File: src/rtl/alu_exec_unit.sv
// Multi-cycle execute/writeback unit: IDLE -> READ -> EXEC -> WB, driving the
// register file read ports, computing an ALU result and writing it back.
module alu_exec_unit #(
  parameter int DW = 8,
  parameter int AW = 4
) (
  input  logic          clk,
  input  logic          reset,
  input  logic [15:0]   instr,
  input  logic          instr_valid,
  output logic          instr_ready,
  output logic [AW-1:0] RA1,
  output logic [AW-1:0] RA2,
  input  logic [DW-1:0] RD1,
  input  logic [DW-1:0] RD2,
  output logic [AW-1:0] WA,
  output logic [DW-1:0] ALUResult,
  output logic          write_enable,
  output logic          flag_z,
  output logic          flag_c,
  output logic          done
);

  typedef enum logic [1:0] {IDLE, READ, EXEC, WB} state_t;

  state_t        state, state_nx;
  logic [15:0]   instr_q;
  logic [DW-1:0] opa, opb, result_q;
  logic          nz_q, nc_q, upd_q;

  logic [3:0]    op;
  logic [AW-1:0] rd, rs1, rs2;
  logic [DW-1:0] imm;

  assign op  = instr_q[15:12];
  assign rd  = AW'(instr_q[11:8]);
  assign rs1 = AW'(instr_q[7:4]);
  assign rs2 = AW'(instr_q[3:0]);
  assign imm = DW'(instr_q[7:0]);

  // ALU: non-writing opcodes keep the previous result and carry
  logic [DW-1:0] alu_res;
  logic          alu_c, alu_upd;

  always_comb begin
    alu_res = result_q;
    alu_c   = flag_c;
    alu_upd = 1'b1;
    unique case (op)
      4'd1: {alu_c, alu_res} = {1'b0, opa} + {1'b0, opb};
      4'd2: begin alu_res = opa - opb; alu_c = (opa < opb); end
      4'd3: begin alu_res = opa & opb; alu_c = 1'b0; end
      4'd4: begin alu_res = opa | opb; alu_c = 1'b0; end
      4'd5: begin alu_res = opa ^ opb; alu_c = 1'b0; end
      4'd6: begin
        alu_res = (32'(opb[3:0]) >= DW) ? '0 : opa << opb[3:0];
        alu_c   = 1'b0;
      end
      4'd7: begin
        alu_res = (32'(opb[3:0]) >= DW) ? '0 : opa >> opb[3:0];
        alu_c   = 1'b0;
      end
      4'd8: alu_res = imm;
      4'd9: alu_res = opa;
      default: alu_upd = 1'b0;
    endcase
  end

  always_ff @(posedge clk) begin
    if (reset) begin
      state    <= IDLE;
      instr_q  <= '0;
      opa      <= '0;
      opb      <= '0;
      result_q <= '0;
      nz_q     <= 1'b0;
      nc_q     <= 1'b0;
      upd_q    <= 1'b0;
      flag_z   <= 1'b0;
      flag_c   <= 1'b0;
    end else begin
      state <= state_nx;
      case (state)
        IDLE: if (instr_valid) instr_q <= instr;
        READ: begin
          opa <= RD1;
          opb <= RD2;
        end
        EXEC: begin
          result_q <= alu_res;
          nz_q     <= (alu_res == '0);
          nc_q     <= alu_c;
          upd_q    <= alu_upd;
        end
        WB: if (upd_q) begin
          flag_z <= nz_q;
          flag_c <= nc_q;
        end
        default: ;
      endcase
    end
  end

  always_comb begin
    state_nx = state;
    unique case (state)
      IDLE: if (instr_valid) state_nx = READ;
      READ: state_nx = EXEC;
      EXEC: state_nx = WB;
      WB:   state_nx = IDLE;
      default: state_nx = IDLE;
    endcase
  end

  always_comb begin
    instr_ready  = (state == IDLE);
    RA1          = '0;
    RA2          = '0;
    WA           = '0;
    write_enable = 1'b0;
    done         = 1'b0;
    if (state == READ) begin
      RA1 = rs1;
      RA2 = rs2;
    end
    if (state == WB) begin
      WA           = rd;
      write_enable = upd_q && (rd != '0);
      done         = 1'b1;
    end
  end

  assign ALUResult = result_q;

endmodule
File: config.mk
export PLATFORM = sky130hd
export DESIGN_NAME = alu_exec_unit
export DESIGN_NICKNAME = d
export VERILOG_FILES = /design/src/rtl/alu_exec_unit.sv
export SDC_FILE = /design/constraint.sdc
export NUM_CORES = 1
export LEC_CHECK = 0
export CAP_MARGIN = 40
export CORE_UTILIZATION = 45
export DETAILED_ROUTE_END_ITERATION = 8
export HOLD_SLACK_MARGIN = 0.03
export PLACE_DENSITY = 0.79
export SYNTH_ARGS = -nofsm -noshare
export SYNTH_HDL_FRONTEND = slang
export SYNTH_SLANG_ARGS = --single-unit
File: constraint.sdc
create_clock -name clk -period 3.7 [get_ports clk]
set_input_delay 0.74 -clock clk [delete_from_list [all_inputs] [get_ports clk]]
set_output_delay 0.74 -clock clk [all_outputs]
set_load 0.02 [all_outputs]
==> results.py, run 1 <==
metrics = {
    "outcome": {
        "status": "finished, final reports clean",
    },
    "timing": {
        "hold_violations": 0,
        "post-route-min-period_ns": 3.33,
        "post-route-period-util_pct": 89.9,
        "finalClockSkew_ns": 0.0110,
        "drv_slew": 0,
        "setup_viol": 0,
        "fin_tns_setup_ns": 0,
        "worstMarginPinSlew_ns": 0.590,
        "max_freq_mhz": 301,
        "maxSlewHeadroom_pct": 60.2,
        "rsz0062_at_grt": "false",
    },
    "logic_synthesis": {
        "synth_xor_area_share_pct": 0.220,
        "yosysMostFrequentCell": "nor2_1",
        "netlist.area_leader.share_pct": 23.7,
        "synthFlopType": "dfxtp_1",
        "synth_area_leaders": "dfxtp_1 24%, ha_1 9.1%, mux2i_1 8.3%",
        "synth_simple_gate_area_share_pct": 24.5,
        "synthAdderAreaFrac_pct": 10.1,
        "synth_warnings": 0,
        "ys_async_sr_fraction_pct": 0,
        "syn-instance-count": 516,
        "yosys-top-cells-count": "57 x nor2_1, 56 x nand2_1, 47 x dfxtp_1",
        "ys_seq_area_share_pct": 23.7,
        "synth_seq_cells": 47,
        "synth_compound_area_share_pct": 20.1,
        "yosysTopAreaCell": "dfxtp_1",
        "avgSynthCellArea_sq_um": 7.71,
        "syn-num-nets": 582,
        "yosys.cell_types.count": 68,
        "synth_edf_count": 0,
        "synth_area_sq_mm": 0.00398,
        "synth_top_family_by_area": "simple AND/OR/NAND/NOR gates",
        "synth_mux_area_share_pct": 14.0,
    },
    "critical_path": {
        "crit_path_top_delay_cell": "or4_1",
        "path_cells": "ha_1 > inv_1 > fa_1 > nor2b_1 > nor3_1 > o21ai_0 > or4b_1 > or4_1 > or4_1 > o31ai_2",
        "r2r_setup_slack_ns": 0.37,
        "timing.rr.end": "nz_q$_SDFFE_PP0P_",
        "crit_path_end": "nz_q$_SDFFE_PP0P_",
        "cp-start-kind": "register",
        "reg2regPathDepth": 10,
        "worstSetupPathType": "register to register",
        "path_max_fanout": 8,
        "cp_common_cell": "or4_1",
        "endpoint_kind": "register",
        "crit_required_ns": 3.94,
        "slowest_delay_ns": 0.52,
        "crit_arrival_ns": 3.57,
        "cp-startpoint": "opa[0]$_SDFFE_PP0N_",
        "cp_top_family": "simple AND/OR/NAND/NOR gates",
        "path_depth": 10,
        "worstReg2RegStart": "opa[0]$_SDFFE_PP0N_",
        "crit_buf_inv": 1,
    },
    "global_routing": {
        "antenna_found_initial": 0,
        "grt_pass1_vias": 3771,
        "grt.total_usage_pct": 27.2,
        "grt_start_max_net_pins": 47,
        "globalRoute.totalOverflow": 0,
        "grt_pass1_wl_microns": 19100,
    },
    "cts": {
        "root_buffer": "clkbuf_8",
        "postCtsHoldBufs": 0,
        "numCtsBuffers": 5,
        "clkTransAtPathRegs_ns": 0.10,
        "post-cts-setup-buffer-count": 0,
        "cts.repair.resized": 0,
        "clock_latency_ns": 0.32,
        "h-tree-depth": 2,
        "cts.sinks": 47,
        "clk_path_buf_depth": 2,
        "cts_tree": "built",
    },
    "power_and_ir_drop": {
        "seqPwrFrac_pct": 25.6,
        "vdd_drop_max_mv": 0.226,
        "swShare_pct": 46.9,
        "intPower_w": 0.00151,
        "pwr-share-comb_pct": 62.2,
        "p_sw_w": 0.00134,
        "power.density_mw_per_mm2": 596,
        "p_leak_nw": 1.79,
        "p_clk_share_pct": 12.2,
    },
    "flow_run": {
        "maxCapViolations": 0,
    },
    "die": {
        "core_area_sq_mm": 0.00838,
        "start_util_pct": 47.5,
        "die_h_microns": 96.0,
        "pin_count": 60,
        "die_w_microns": 96.0,
        "rows": 33,
        "die_area_sq_mm": 0.00922,
    },
    "detailed_routing": {
        "drt-vias-per-instance": 6.06,
        "drt-total-wl_microns": 11900,
        "vias": 4053,
        "drtAntennaViolNets": 0,
        "dr.pass1.iters": 6,
        "drt_iter0_markers": 352,
        "drcViolationCount": 0,
        "post_drt_wl_per_cell_microns": 17.8,
    },
    "finish": {
        "fillers": 772,
        "drive_above_1_share_pct": 7.62,
        "area_delta_synth_final_pct": 20.4,
        "diodes": 0,
        "fin_nets": 629,
        "fin_util_pct": 57.1,
    },
    "place": {
        "gp_congestion": 0.968,
        "hpwl_microns": 9020,
        "portBuffers": 59,
    },
    "worst_hold_path": {
        "hold_depth": 2,
        "min_path_type": "register to register",
    },
}
[logic make-up after synthesis]
group | after synthesis
compound gates | 120
mux | 44
xor+xnor | 1
flops | 47
fa+ha+maj | 31
buf+inv | 73
simple gates | 200
[registers in the layout (all words and copies together), names as in the netlist]
register	flops
flag_z	1
nz_q	1
nc_q	1
state	2
opa	8
instr_q	16
opb	8
flag_c	1
upd_q	1
ALUResult	8
[worst min path at each step]
stage	slack, ns	from	end
5_1_grt	0.49	flag_z$_SDFFE_PP0P_	flag_z$_SDFFE_PP0P_
4_1_cts	0.48	instr_q[9]$_SDFFE_PP0P_	instr_q[9]$_SDFFE_PP0P_
2_1_floorplan	0.44	instr_q[3]$_SDFFE_PP0P_	instr_q[3]$_SDFFE_PP0P_
6_report	0.48	instr_q[9]$_SDFFE_PP0P_	instr_q[9]$_SDFFE_PP0P_
3_3_place_gp	0.45	flag_z$_SDFFE_PP0P_	flag_z$_SDFFE_PP0P_
3_5_place_dp	0.46	flag_z$_SDFFE_PP0P_	flag_z$_SDFFE_PP0P_
[power groups by stage]
stage               clock [W]  sequential [W]  combinational (W)
floorplan                   0        0.000723            0.00125
global placement            0        0.000734            0.00172
detailed placement          0        0.000741            0.00174
CTS                  0.000355        0.000730            0.00175
global route         0.000378        0.000747            0.00193
finish               0.000348        0.000731            0.00178
[layer usage]
layer / vias up / part of all wire (%) / GRT usage (%)
met1: 1925 / 43 / 35.4
met2: 170 / 48 / 44.7
met5: - / 0 / 0
li1: 1926 / - / -
met3: 32 / 6.6 / 4.50
met4: 0 / 3.0 / 10.8
[metrics by stage]
step                      instances  instance area (sq um)  setup slack (ns)  hold WS, ns  total power (W)
after global placement          661                   4690             0.485        0.447          0.00246
after floorplan                 516                   3980             0.539        0.442          0.00198
after detailed placement        661                   4690             0.387        0.464          0.00248
final                           669                   4790             0.375        0.480          0.00285
after global routing            669                   4790             0.105        0.493          0.00306
after CTS                       669                   4790             0.366        0.480          0.00284
[worst reg2reg max path, cell delays in order, from the launching register on]
cell and delay, ns:
dfxtp_1 0.46, ha_1 0.24, inv_1 0.08, fa_1 0.39, nor2b_1 0.22, nor3_1 0.08, o21ai_0 0.16, or4b_1 0.50
or4_1 0.52, or4_1 0.42, o31ai_2 0.18
[layout make-up]
class	count	area, sq um	area share, %
clock buffer	6	82.6	1.72
clock inverter	2	16.3	0.340
inverter	32	120	2.51
multi-input combinational	396	2740	57.3
sequential	47	941	19.6
tap	105	131	2.74
timing repair buffer	81	756	15.8
[cells in the final DEF, fill, tap and decap left out, types with 3 or more instances in the layout]
master and instances:
a41oi_1 3, nor2_1 57, nor3_1 13, a211oi_1 7, nand2b_1 6, mux2_2 3, o22ai_1 3, a31oi_1 8
nor2b_1 10, clkdlybuf4s50_1 59, inv_1 31, and2_1 15, clkbuf_8 6, nand2_1 56, and3_1 4, buf_4 22
mux4_1 3, o221ai_1 5, nand3_1 12, or3_1 3, dfxtp_1 47, o21ai_0 18, a21o_1 6, mux4_2 5
ha_1 29, o211ai_1 3, a221oi_1 3, mux2i_1 33, nand3b_1 4, a21oi_1 37, nor4_1 3
(Power assumes the default switching activity.)
==> run 2, diff against run 1 <==
--- a/config.mk
+++ b/config.mk
@@ -6,10 +6,13 @@
 export NUM_CORES = 1
 export LEC_CHECK = 0
 export CAP_MARGIN = 40
-export CORE_UTILIZATION = 45
+export CELL_PAD_IN_SITES_DETAIL_PLACEMENT = 0
+export CELL_PAD_IN_SITES_GLOBAL_PLACEMENT = 1
+export CORE_ASPECT_RATIO = 0.5
+export CORE_UTILIZATION = 41
 export DETAILED_ROUTE_END_ITERATION = 8
 export HOLD_SLACK_MARGIN = 0.03
-export PLACE_DENSITY = 0.79
+export PLACE_DENSITY = 0.93
 export SYNTH_ARGS = -nofsm -noshare
 export SYNTH_HDL_FRONTEND = slang
 export SYNTH_SLANG_ARGS = --single-unit
==> results.py, run 2 (synthesized netlist as in run 1, its figures left out) <==
metrics = {
    "place": {
        "portBuffers": 59,
        "hpwl_microns": 9260,
        "placed_area_sq_mm": 0.00471,
        "gp_congestion": 1.00,
    },
    "timing": {
        "fin_tns_setup_ns": 0,
        "finalClockSkew_ns": 0.0137,
        "maxSlewHeadroom_pct": 48.7,
        "rsz0062_at_grt": "false",
        "setup_viol": 0,
        "post-route-period-util_pct": 91.1,
        "worstMarginPinSlew_ns": 0.759,
        "hold_violations": 0,
        "post-route-min-period_ns": 3.37,
        "drv_slew": 0,
        "max_freq_mhz": 297,
    },
    "cts": {
        "clk_path_buf_depth": 2,
        "clock_latency_ns": 0.30,
        "root_buffer": "clkbuf_16",
        "h-tree-depth": 2,
        "post-cts-setup-buffer-count": 0,
        "numCtsBuffers": 5,
        "cts.repair.resized": 0,
        "clkTransAtPathRegs_ns": 0.08,
        "postCtsHoldBufs": 0,
        "cts_tree": "built",
        "cts.sinks": 47,
    },
    "critical_path": {
        "cp-startpoint": "opa[0]$_SDFFE_PP0N_",
        "endpoint_kind": "register",
        "path_max_fanout": 8,
        "worstSetupPathType": "register to register",
        "crit_arrival_ns": 3.59,
        "crit_required_ns": 3.92,
        "worstReg2RegStart": "opa[0]$_SDFFE_PP0N_",
        "cp-start-kind": "register",
    },
    "die": {
        "die_h_microns": 71.6,
        "die_w_microns": 141,
        "die_area_sq_mm": 0.0101,
        "rows": 24,
        "core_area_sq_mm": 0.00904,
        "start_util_pct": 44.0,
        "pin_count": 60,
    },
    "global_routing": {
        "antenna_found_initial": 0,
        "grt_pass1_wl_microns": 20600,
        "grt.total_usage_pct": 26.6,
        "grt_pass1_vias": 3694,
        "globalRoute.totalOverflow": 0,
        "grt_start_max_net_pins": 47,
    },
    "finish": {
        "design_area_sq_mm": 0.00485,
        "layout_common_cells": "59 x clkdlybuf4s50_1, 57 x nor2_1, 56 x nand2_1, 47 x dfxtp_1, 37 x a21oi_1",
        "largest-register": "instr_q",
        "fin_nets": 627,
        "drive_above_1_share_pct": 7.12,
        "final_common_cell": "clkdlybuf4s50_1",
        "diodes": 0,
        "largest_register_ffs": 16,
        "area_delta_synth_final_pct": 22.0,
    },
    "worst_hold_path": {
        "min_path_type": "register to register",
        "hold_start": "instr_q[10]$_SDFFE_PP0P_",
    },
    "detailed_routing": {
        "drtAntennaViolNets": 0,
        "vias": 4005,
        "dr.pass1.iters": 5,
        "drcViolationCount": 0,
        "drt-total-wl_microns": 12800,
        "drt_iter0_markers": 368,
        "post_drt_wl_per_cell_microns": 18.5,
        "drt-vias-per-instance": 5.79,
    },
    "power_and_ir_drop": {
        "power.density_mw_per_mm2": 626,
        "pwr-share-comb_pct": 59.1,
        "p_clk_share_pct": 15.9,
        "p_leak_nw": 1.81,
        "p_sw_w": 0.00142,
        "vdd_drop_max_mv": 0.325,
        "seqPwrFrac_pct": 25.0,
        "swShare_pct": 46.7,
        "intPower_w": 0.00162,
    },
    "outcome": {
        "status": "finished, final reports clean",
    },
    "flow_run": {
        "maxCapViolations": 0,
    },
}
run 2: power by group through the flow:
stage               registers [W]  clock network [W]  logic, W
finish                   0.000759           0.000481   0.00179
global placement         0.000759                  0   0.00174
detailed placement       0.000766                  0   0.00174
global route             0.000776           0.000509   0.00196
CTS                      0.000755           0.000489   0.00176
floorplan                0.000723                  0   0.00125
run 2: per-stage QoR:
stage	power, W	util (%)	worst slack (ns)	std cells	hold WS [ns]
3_3_place_gp	0.00250	52.1	0.458	684	0.454
5_1_grt	0.00324	53.7	0.186	692	0.490
6_report	0.00304	53.7	0.330	692	0.470
2_1_floorplan	0.00198	-	0.539	516	0.442
4_1_cts	0.00301	53.7	0.353	692	0.468
3_5_place_dp	0.00251	52.1	0.330	684	0.452
run 2: final timing paths:
path                         endpoint  cells past startpoint  slack, ns
max                 nz_q$_SDFFE_PP0P_                     11       0.33
min          instr_q[10]$_SDFFE_PP0P_                      2       0.47
max reg2reg         nz_q$_SDFFE_PP0P_                     11       0.33
min reg2reg  instr_q[10]$_SDFFE_PP0P_                      2       0.47
run 2: per-layer routing:
layer,GRT usage (%),part of all wire [%]
met2,37.2,39
met1,39.9,49
met3,7.69,10
met4,5.31,1.1
met5,0,0
run 2: final cells by class:
class	count	area [sq um]
clock inverters	2	16.3
repair buffers	79	741
flip-flops and latches	47	941
fillers	876	4190
inverters	32	120
multi-input cells	396	2740
clock buffers	6	129
well taps	130	163
run 2: worst max-delay path, stage by stage (launching register included):
cell and delay [ns]:
dfxtp_1 0.40, inv_1 0.11, ha_1 0.16, inv_1 0.06
fa_1 0.39, nand2b_1 0.16, a31oi_1 0.17, o221ai_1 0.13
or4b_1 0.58, or4_1 0.51, or4_1 0.43, o31ai_2 0.17
==> run 3, diff against run 2 <==
==> config.mk (replaced) <==
export PLATFORM = sky130hd
export DESIGN_NAME = alu_exec_unit
export DESIGN_NICKNAME = d
export VERILOG_FILES = /design/src/rtl/alu_exec_unit.sv
export SDC_FILE = /design/constraint.sdc
export NUM_CORES = 1
export LEC_CHECK = 0
export CAP_MARGIN = 40
export CELL_PAD_IN_SITES_DETAIL_PLACEMENT = 1
export CELL_PAD_IN_SITES_GLOBAL_PLACEMENT = 2
export CORE_ASPECT_RATIO = 0.5
export CORE_UTILIZATION = 32
export DETAILED_ROUTE_END_ITERATION = 8
export HOLD_SLACK_MARGIN = 0.03
export PLACE_DENSITY = 0.92
export SLEW_MARGIN = 10
export SYNTH_ARGS = -nofsm -noshare
export SYNTH_HDL_FRONTEND = slang
export SYNTH_SLANG_ARGS = --single-unit
==> results.py, run 3 (synthesized netlist as in run 1, its figures left out) <==
metrics = {
    "timing": {
        "finalClockSkew_ns": 0.00523,
        "setup_viol": 0,
        "post-route-min-period_ns": 3.39,
        "post-route-period-util_pct": 91.7,
        "maxSlewHeadroom_pct": 40.1,
        "rsz0062_at_grt": "false",
        "worstMarginPinSlew_ns": 0.887,
        "fin_tns_setup_ns": 0,
        "hold_violations": 0,
        "max_freq_mhz": 295,
        "drv_slew": 0,
    },
    "die": {
        "start_util_pct": 33.3,
        "core_area_sq_mm": 0.0119,
        "pin_count": 60,
        "die_w_microns": 160,
        "rows": 28,
        "die_area_sq_mm": 0.0129,
        "die_h_microns": 80.8,
    },
    "critical_path": {
        "timing.rr.end": "nz_q$_SDFFE_PP0P_",
        "slowest_delay_ns": 0.59,
        "crit_arrival_ns": 3.62,
        "worstReg2RegStart": "opa[0]$_SDFFE_PP0N_",
        "r2r_setup_slack_ns": 0.31,
        "path_max_fanout": 8,
        "path_cells": "inv_1 > ha_1 > inv_1 > fa_1 > nand2b_1 > a31oi_1 > o221ai_1 > or4b_1 > or4_1 > or4_1 > o31ai_2",
        "reg2regPathDepth": 11,
        "cp-start-kind": "register",
        "crit_required_ns": 3.92,
        "cp-startpoint": "opa[0]$_SDFFE_PP0N_",
        "worstSetupPathType": "register to register",
        "crit_path_top_delay_cell": "or4b_1",
        "endpoint_kind": "register",
    },
    "finish": {
        "diodes": 0,
        "regArea_sq_um": 941,
        "final_cells": 727,
        "drive_above_1_share_pct": 7.47,
        "largest_register_ffs": 16,
        "multi_input_area_sq_mm": 0.00274,
        "area_delta_synth_final_pct": 23.4,
        "fin_nets": 627,
        "layout_common_cells": "58 x clkdlybuf4s50_1, 57 x nor2_1, 56 x nand2_1, 47 x dfxtp_1, 37 x a21oi_1",
        "final_common_cell": "clkdlybuf4s50_1",
        "largest-register": "instr_q",
        "fillers": 1452,
    },
    "place": {
        "gp_congestion": 0.974,
        "hpwl_microns": 10800,
        "place_inst": 719,
        "portBuffers": 59,
    },
    "detailed_routing": {
        "dr.pass1.iters": 5,
        "drt-vias-per-instance": 5.57,
        "drt-total-wl_microns": 14200,
        "drt_iter0_markers": 328,
        "drcViolationCount": 0,
        "vias": 4051,
        "drtAntennaViolNets": 0,
        "post_drt_wl_per_cell_microns": 19.5,
    },
    "cts": {
        "cts.sinks": 47,
        "clk_path_buf_depth": 2,
        "h-tree-depth": 2,
        "clkTransAtPathRegs_ns": 0.07,
        "numCtsBuffers": 5,
        "clock_latency_ns": 0.30,
        "cts_tree": "built",
        "root_buffer": "clkbuf_16",
        "postCtsHoldBufs": 0,
        "cts.repair.resized": 0,
        "post-cts-setup-buffer-count": 0,
    },
    "global_routing": {
        "globalRoute.totalOverflow": 0,
        "use_met1_pct": 31.8,
        "grt.total_usage_pct": 22.3,
        "grt_start_max_net_pins": 34,
        "met3_usage_pct": 5.87,
        "grt-busiest-layer": "met2",
        "grt_pass1_wl_microns": 22200,
        "grt_pass1_vias": 3860,
        "gr-usage-met2_pct": 33.9,
        "antenna_found_initial": 0,
    },
    "flow_run": {
        "maxCapViolations": 0,
    },
    "outcome": {
        "status": "finished, final reports clean",
    },
    "worst_hold_path": {
        "hold_depth": 2,
        "hold_path_end": "flag_z$_SDFFE_PP0P_",
        "hold_start": "flag_z$_SDFFE_PP0P_",
        "min_path_type": "register to register",
    },
    "power_and_ir_drop": {
        "power.density_mw_per_mm2": 629,
        "vdd_drop_max_mv": 0.217,
        "p_leak_nw": 1.81,
    },
}
-- run 3: cell count changes in the layout (fill, tap and decap cells not counted), sizes merged --
cell / previous run / this run
clkinvlp: 1 / 0
clkdlybuf4s15: 0 / 1
clkinv: 1 / 3
clkdlybuf4s50: 59 / 58
clkbuf: 6 / 5
-- run 3: how the worst max path moves through the flow --
| stage | cells past startpoint | slack [ns] | end |
|---|---|---|---|
| after global routing | 11 | 0.12 | nz_q$_SDFFE_PP0P_ |
| final | 11 | 0.31 | nz_q$_SDFFE_PP0P_ |
| after detailed placement | 11 | 0.29 | nz_q$_SDFFE_PP0P_ |
| after floorplan | 10 | 0.54 | nz_q$_SDFFE_PP0P_ |
| after global placement | 11 | 0.44 | nz_q$_SDFFE_PP0P_ |
| after CTS | 11 | 0.30 | nz_q$_SDFFE_PP0P_ |
-- run 3: per-layer routing --
layer,wire length (microns),vias up
met2,5780,146
li1,-,1923
met4,139,0
met1,7200,1966
met3,1080,16
met5,0,-
-- run 3: area by class of cell --
class                           count  area share, %
Clock buffer                        5           2.55
Clock inverter                      3          0.459
Inverter                           32           2.45
Multi-Input combinational cell    396           55.9
Sequential cell                    47           19.2
Tap cell                          165           4.21
Timing Repair Buffer               79           15.3
-- run 3: where the power goes --
| group | internal [W] | switching [W] | leakage, nW | total [W] |
|---|---|---|---|---|
| Combinational | 0.000753 | 0.00109 | 1.36 | 0.00185 |
| Sequential | 0.000615 | 0.000139 | 0.384 | 0.000754 |
| Clock | 0.000254 | 0.000232 | 0.0742 | 0.000486 |
| Total | 0.00162 | 0.00146 | 1.81 | 0.00309 |
-- run 3: stage by stage --
stage | hold WS [ns] | total power (W) | worst slack (ns) | area [sq um] | utilization (%)
floorplan | 0.442 | 0.00198 | 0.539 | 3980 | -
detailed placement | 0.452 | 0.00258 | 0.287 | 4760 | 39.9
global placement | 0.446 | 0.00254 | 0.437 | 4730 | 39.6
CTS | 0.468 | 0.00307 | 0.296 | 4910 | 41.1
finish | 0.468 | 0.00309 | 0.305 | 4910 | 41.1
global route | 0.511 | 0.00331 | 0.118 | 4910 | 41.1
-- run 3: critical path, delay by kind of cell (launching register included) --
kind	cells	cell delay [ns]
buffers and inverters	2	0.18
adders and majority gates	2	0.57
and+or+nand+nor	4	1.71
AOI/OAI and AO/OA	3	0.47
DFF	1	0.38
